### src/rtl/db_scan_ctrl.sv
// Time-multiplexed switch debouncer: one shared compare/count datapath visits each channel once per sample tick.
// Optional rise/fall edge pulses are built only when DB_SCAN_EVENT_EN is defined.
module db_scan_ctrl #(
   parameter int unsigned N_CH      = 4,
   parameter int unsigned TICK_DIV  = 500000,
   parameter int unsigned REQ_TICKS = 3
) (
   input  logic            clk,
   input  logic            reset,
   input  logic [N_CH-1:0] sw,
   output logic [N_CH-1:0] db,
   output logic [N_CH-1:0] rise,
   output logic [N_CH-1:0] fall,
   output logic            m_tick,
   output logic            busy
);

   localparam int unsigned IDX_W  = (N_CH > 1) ? $clog2(N_CH) : 1;
   localparam int unsigned TICK_W = $clog2(TICK_DIV);
   localparam int unsigned CNT_W  = 3;

   // Parameter legality checked at elaboration
   generate
      if (TICK_DIV < N_CH + 2) begin : g_bad_div
         $error("db_scan_ctrl: TICK_DIV must be >= N_CH+2");
      end
      if (N_CH < 1 || N_CH > 16) begin : g_bad_nch
         $error("db_scan_ctrl: N_CH must be in 1..16");
      end
      if (REQ_TICKS < 1 || REQ_TICKS > 7) begin : g_bad_req
         $error("db_scan_ctrl: REQ_TICKS must be in 1..7");
      end
   endgenerate

   typedef enum logic {IDLE, SCAN} state_t;

   state_t                state, state_nxt;
   logic [IDX_W-1:0]      idx, idx_nxt;
   logic [N_CH-1:0]       sw_m, sw_s;
   logic [TICK_W-1:0]     tcnt;
   logic [CNT_W-1:0]      cnt [N_CH];

   logic                  proc_c;
   logic                  sw_cur_c;
   logic                  db_cur_c;
   logic [CNT_W-1:0]      cnt_inc_c;
   logic [CNT_W-1:0]      cnt_new_c;
   logic                  flip_c;

   // Two-flop synchronizer
   always_ff @(posedge clk) begin
      if (reset) begin
         sw_m <= '0;
         sw_s <= '0;
      end else begin
         sw_m <= sw;
         sw_s <= sw_m;
      end
   end

   // Free-running sample divider; strobe is registered one count early so it lines up with the terminal count
   always_ff @(posedge clk) begin
      if (reset) begin
         tcnt   <= '0;
         m_tick <= 1'b0;
      end else begin
         tcnt   <= (tcnt == TICK_W'(TICK_DIV - 1)) ? '0 : tcnt + TICK_W'(1);
         m_tick <= (tcnt == TICK_W'(TICK_DIV - 2));
      end
   end

   // Scan FSM state register
   always_ff @(posedge clk) begin
      if (reset) begin
         state <= IDLE;
         idx   <= '0;
         busy  <= 1'b0;
      end else begin
         state <= state_nxt;
         idx   <= idx_nxt;
         busy  <= (state_nxt == SCAN);
      end
   end

   // Scan FSM next state
   always_comb begin
      state_nxt = state;
      idx_nxt   = idx;
      case (state)
         IDLE: begin
            if (m_tick) begin
               state_nxt = SCAN;
               idx_nxt   = '0;
            end
         end
         SCAN: begin
            if (idx == IDX_W'(N_CH - 1)) begin
               state_nxt = IDLE;
               idx_nxt   = '0;
            end else begin
               idx_nxt = idx + IDX_W'(1);
            end
         end
         default: begin
            state_nxt = IDLE;
            idx_nxt   = '0;
         end
      endcase
   end

   // Shared compare/count datapath for the channel selected by idx
   always_comb begin
      proc_c    = (state == SCAN);
      sw_cur_c  = sw_s[idx];
      db_cur_c  = db[idx];
      cnt_inc_c = cnt[idx] + CNT_W'(1);
      flip_c    = 1'b0;
      cnt_new_c = '0;
      if (sw_cur_c != db_cur_c) begin
         if (cnt_inc_c == CNT_W'(REQ_TICKS)) begin
            flip_c = proc_c;
         end else begin
            cnt_new_c = cnt_inc_c;
         end
      end
   end

   always_ff @(posedge clk) begin
      if (reset) begin
         db <= '0;
         for (int unsigned i = 0; i < N_CH; i++) begin
            cnt[i] <= '0;
         end
      end else if (proc_c) begin
         cnt[idx] <= cnt_new_c;
         if (flip_c) begin
            db[idx] <= sw_cur_c;
         end
      end
   end

`ifdef DB_SCAN_EVENT_EN
   // Edge pulses coincide with the first cycle the new db value is visible
   always_ff @(posedge clk) begin
      if (reset) begin
         rise <= '0;
         fall <= '0;
      end else begin
         rise <= '0;
         fall <= '0;
         if (flip_c) begin
            if (sw_cur_c) begin
               rise[idx] <= 1'b1;
            end else begin
               fall[idx] <= 1'b1;
            end
         end
      end
   end
`else
   assign rise = '0;
   assign fall = '0;
`endif

endmodule

### config.mk
export PLATFORM = sky130hd
export DESIGN_NAME = db_scan_ctrl
export DESIGN_NICKNAME = d
export VERILOG_FILES = /design/src/rtl/db_scan_ctrl.sv
export SDC_FILE = /design/constraint.sdc
export NUM_CORES = 1
export LEC_CHECK = 0
export ABC_AREA = 1
export CAP_MARGIN = 5
export CORE_MARGIN = 3
export CORE_UTILIZATION = 64
export CTS_BUF_LIST = sky130_fd_sc_hd__clkbuf_4
export DETAILED_ROUTE_END_ITERATION = 8
export GPL_TIMING_DRIVEN = 0
export PLACE_DENSITY = 0.85
export SLEW_MARGIN = 20
export SYNTH_ARGS = -nofsm -noshare
export SYNTH_HDL_FRONTEND = slang
export SYNTH_SLANG_ARGS = --single-unit
### constraint.sdc
create_clock -name clk -period 4 [get_ports clk]
set_clock_uncertainty 0.2 [all_clocks]
set_input_delay 0.4 -clock clk [delete_from_list [all_inputs] [get_ports clk]]
set_output_delay 0.4 -clock clk [all_outputs]
set_load 0.02 [all_outputs]
Word level (Yosys, flattened, before mapping)
Memories as Yosys holds them, arrays and structs flattened. A register that Yosys moved wholly into a read port is not among the register bits.
Cells that the tools add are included.
Storage, ports and cells
  bits in latches: 0
  input port bits: 6
  memory bits (writable): 12
  output and inout port bits: 14
  flip-flop bits (word level): 35
  ROM bits: 0
  logic and storage cells: 51
  memories: 1
Cells by class
  mux-type cells: 27
  $add $sub $neg: 3
  eq/ne operators: 6
  bitwise logic cells: 1
  multipliers: 0
  shift-type cells: 0
  reduce and logical (&&, ||, !) cells: 4
  divide/modulo/power cells: 0
  $lt $le $gt $ge: 2
Memory list
  cnt: depth 4, width 3, rd ports 1, clocked after memory_dff 1, wr ports 4, line 41  | logic [CNT_W-1:0] cnt [N_CH];
Operators by type and width (number)
  $eq 19x19->1 const B: 2
  $add 19x1->19 const B: 1
  $mux 1: 13
  $mux 2: 5
  $mux 3: 3
  $bmux 1 s2: 2
  $bwmux 4: 1
  $pmux 2 s2: 1
  $add 3x1->3 const B: 1
  $eq 3x2->1 const B: 1
  $lt 2x3->1 const B: 1
  $reduce_or 3->1: 1
  $add 2x1->2 const B: 1
  $demux 1 s2: 1
  $eq 2x2->1 const B: 1
  $ge 2x1->1 const B: 1
  $ne 2x2->1 const B: 1
  $pmux 1 s2: 1
  $reduce_and 2->1: 1
  $reduce_or 2->1: 1
  $logic_and 1x1->1: 1
  $ne 1x1->1: 1
  $not 1->1: 1

Longest topological paths before layout
  depth in word-level cells: 5
  gate-level depth with buffers: 12
  depth with buffers taken out: 11

Worst setup path after synthesis
No wires, ideal clock.
  path kind: register -> register
  start: reg (tool-made name)
  end: mem cnt[1][0], data pin
  path buffers: 0
  library setup time: 0.257 ns
  cell stages (with the launch flop): 11
  data required time: 3.543 ns
  period minus slack after synthesis: 2.005 ns
  slack: 1.995 ns
  arrival: 1.548 ns
  cell sequence: dfxtp_1 nand2_1 a32oi_1 ha_1 inv_1 nand3_2 nand3_4 nand3_4 nor2_4 inv_2 nor2_1
RTL lines (line)
  to (decl): 41

==> flow_summary.json <==
{
  "fin_crit_ns": 2.33,
  "holdWs_ns": 0.215,
  "grt_antenna_before_repair": 0,
  "p_seq_share_pct": 64.8,
  "cts_root_buf": "clkbuf_4",
  "wl_mm": 4.36,
  "placed_cells": 372,
  "tightest_slew_ns": 0.515,
  "grt_max_degree": 17,
  "syn_area_mm2": 0.00248,
  "wire_per_inst_um": 11.5,
  "internal_power_w": 0.000607,
  "critPathLaunchType": "register",
  "worstPathMaxFanout": 7,
  "setup_violations": 0,
  "track_usage_pct": 22.1,
  "n_antenna_cell": 0,
  "fin_nets": 347,
  "cp.arrival_ns": 2.26,
  "post-route-period-util_pct": 58.2,
  "endpoint_kind": "register",
  "cts_buffers": 5,
  "htree_levels": 2,
  "route.vias.total": 1959,
  "dieArea_mm2": 0.00465,
  "finalHoldViolCount": 0,
  "ir_drop_v": 0.000292,
  "grt.overflow.total": 0,
  "crit_type": "register to register",
  "maxSlewHeadroom_pct": 65.7,
  "instances_no_fill": 380,
  "drt.antenna.violating_nets": 0,
  "drv_cap": 0,
  "rsz0062_at_grt": "false",
  "cts_tree": "built",
  "clock_latency_ns": 0.37,
  "portBuffers": 11,
  "netlist_instances": 308,
  "setup_tns_ns": 0,
  "core_mm2": 0.00352,
  "power_density_mw_per_mm2": 295,
  "firstDrtPassIters": 4,
  "p_leak_nw": 1.14,
  "cts-resized-gates": 0,
  "grt_pass1_vias": 1809,
  "clk_pin_slew_ns": 0.15,
  "clkPwrFrac_pct": 29.1,
  "combPwrFrac_pct": 6.1,
  "dieHeight_um": 68.2,
  "gp_congestion": 0.836,
  "post_cts_buffers": 0,
  "ys_types": 37,
  "place_hpwl_mm": 3.30,
  "fp.dieW_um": 68.2,
  "cp.required_ns": 3.94,
  "power_w": 0.000804,
  "p_sw_w": 0.000197,
  "synth.avg_cell_area_um2": 8.04,
  "grt_pass1_wl_mm": 7.65,
  "fmax_ghz": 0.430,
  "drtIter0Drc": 126,
  "slew_viol_final": 0,
  "status": "completed",
  "area_growth_pct": 10.2,
  "p_sw_share_pct": 24.5,
  "layout-drive-gt1-share_pct": 15.6,
  "place_ws_ns": 1.70,
  "ys_ff_latch": 49,
  "yosysWarnings": 0,
  "clockBufferDepth": 2,
  "postCtsHoldBufs": 0,
  "layout_setup_ws_ns": 1.67,
  "hp-class": "register to register",
  "route.detailed.drc": 0,
  "yosysSeqAreaShare_pct": 44.4,
  "viasPerCell": 5.16,
  "start_util_pct": 70.4,
  "rows": 21,
  "ios": 20,
  "cts.sinks": 49,
  "n_fill_cell": 298
}
critical path, cell delays in order (launching register included):
cell	delay [ns]
dfxtp_1	0.49
nand2_1	0.10
a32oi_1	0.47
ha_1	0.27
inv_1	0.06
nand3_2	0.10
nand3_4	0.10
nand3_4	0.12
nor2_4	0.04
inv_2	0.09
nor2_1	0.04
layout make-up:
cell class | instances | area [µm²] | share of cell area [%]
timing repair buffer | 11 | 110 | 4.03
inverter | 38 | 148 | 5.41
tap | 46 | 57.6 | 2.11
multi-input combinational | 215 | 1160 | 42.4
sequential | 49 | 1100 | 40.3
clock buffer | 5 | 37.5 | 1.38
clock inverter | 3 | 20.0 | 0.734
buffer | 13 | 97.6 | 3.58
state kept, by name (all words and copies together) (netlist names), named ones only:
| register | flops |
|---|---|
| db | 4 |
| sw_s | 4 |
| idx | 2 |
| sw_m | 4 |
| tcnt | 19 |
| m_tick | 1 |
| proc_c | 1 |
| cnt | 12 |
power groups by stage:
stage                     Sequential (W)  Clock [W]  Combinational (W)
after floorplan                 0.000531          0          0.0000376
after global placement          0.000532          0          0.0000469
after detailed placement        0.000532          0          0.0000488
after CTS                       0.000521   0.000243          0.0000488
after global routing            0.000523   0.000257          0.0000549
final                           0.000521   0.000234          0.0000489
cells by family (layout without fill, tap and decap cells):
| kind of cell | count (synthesis) | after routing | share of synthesized area [%] |
|---|---|---|---|
| compound gates | 26 | 26 | 5.76 |
| flops | 49 | 49 | 44.4 |
| buf+inv | 51 | 70 | 9.90 |
| fa+ha+maj | 8 | 8 | 4.04 |
| xor+xnor | 4 | 4 | 1.41 |
| simple gates | 169 | 169 | 34.3 |
| other cells | 1 | 8 | 0.151 |
path summary, 6_finish.rpt:
| kind | startpoint | depth (start not counted) | slack [ns] | endpoint |
|---|---|---|---|---|
| min reg2reg | sw_m[3]$_SDFF_PP0_ | 2 | 0.22 | sw_s[3]$_SDFF_PP0_ |
| min | sw_m[3]$_SDFF_PP0_ | 2 | 0.22 | sw_s[3]$_SDFF_PP0_ |
| max reg2reg | register | 10 | 1.67 | cnt[1][0]$_SDFFCE_PN0P_ |
| max | register | 10 | 1.67 | cnt[1][0]$_SDFFCE_PN0P_ |
synthesized netlist by cell type:
library cell  count  area, µm²
nand2_1          64        240
nor2_1           41        154
dfxtp_1          37        741
inv_1            33        124
nand3_1          17       85.1
a21oi_1          16       80.1
edfxtp_1         12        360
buf_4             9       67.6
ha_1              8        100
nand2_2           8       50.1
nor3_1            7       35.0
o21ai_0           6       30.0
nand4_1           5       31.3
inv_2             4       15.0
nor2_4            4       45.0
nor4_1            4       25.0
nand3_2           3       30.0
nor2_2            3       18.8
or2_2             3       18.8
xor2_1            3       26.3
buf_6             2       22.5
clkbuf_1          2       7.51
nand3_4           2       35.0
nor3_2            2       20.0
a211oi_1          1       7.51
a32o_1            1       10.0
a32oi_1           1       8.76
and2_4            1       8.76
and3_1            1       6.26
conb_1            1       3.75
inv_6             1       8.76
nand3b_1          1       7.51
nand3b_4          1       20.0
nor3b_2           1       12.5
o22ai_1           1       6.26
or2_0             1       6.26
xnor2_1           1       8.76
per-layer routing:
metal  GRT usage, %  up-vias  part of all wire [%]
li1               -     1029                     -
met4           9.68        0                   2.1
met3           4.11       10                   3.7
met1           26.6      883                    46
met5              0        -                     0
met2           38.1       37                    48
cell usage in the layout, fill, tap and decap left out, types with 2 or more instances in the layout:
master and count:
nor2_4 4, or2_2 3, inv_2 4, o21ai_0 6, inv_1 33, conb_1 8
nor2_2 3, nor3_2 2, nor4_1 4, ha_1 8, nand3_1 17, nand2_1 64
a21oi_1 16, inv_6 2, nand3_2 3, edfxtp_1 12, nor3_1 7, clkdlybuf4s50_1 11
nand4_1 5, clkbuf_1 2, buf_6 2, buf_4 9, dfxtp_1 37, nand3_4 2
nand2_2 8, clkbuf_4 5, nor2_1 41, xor2_1 3
per-stage QoR:
step / util [%] / area [µm²]
after floorplan: - / 2500
final: 77.5 / 2730
after CTS: 77.5 / 2730
after global placement: 75.9 / 2670
after global routing: 77.5 / 2730
after detailed placement: 75.9 / 2670
Power figures use the tool's default switching activity.
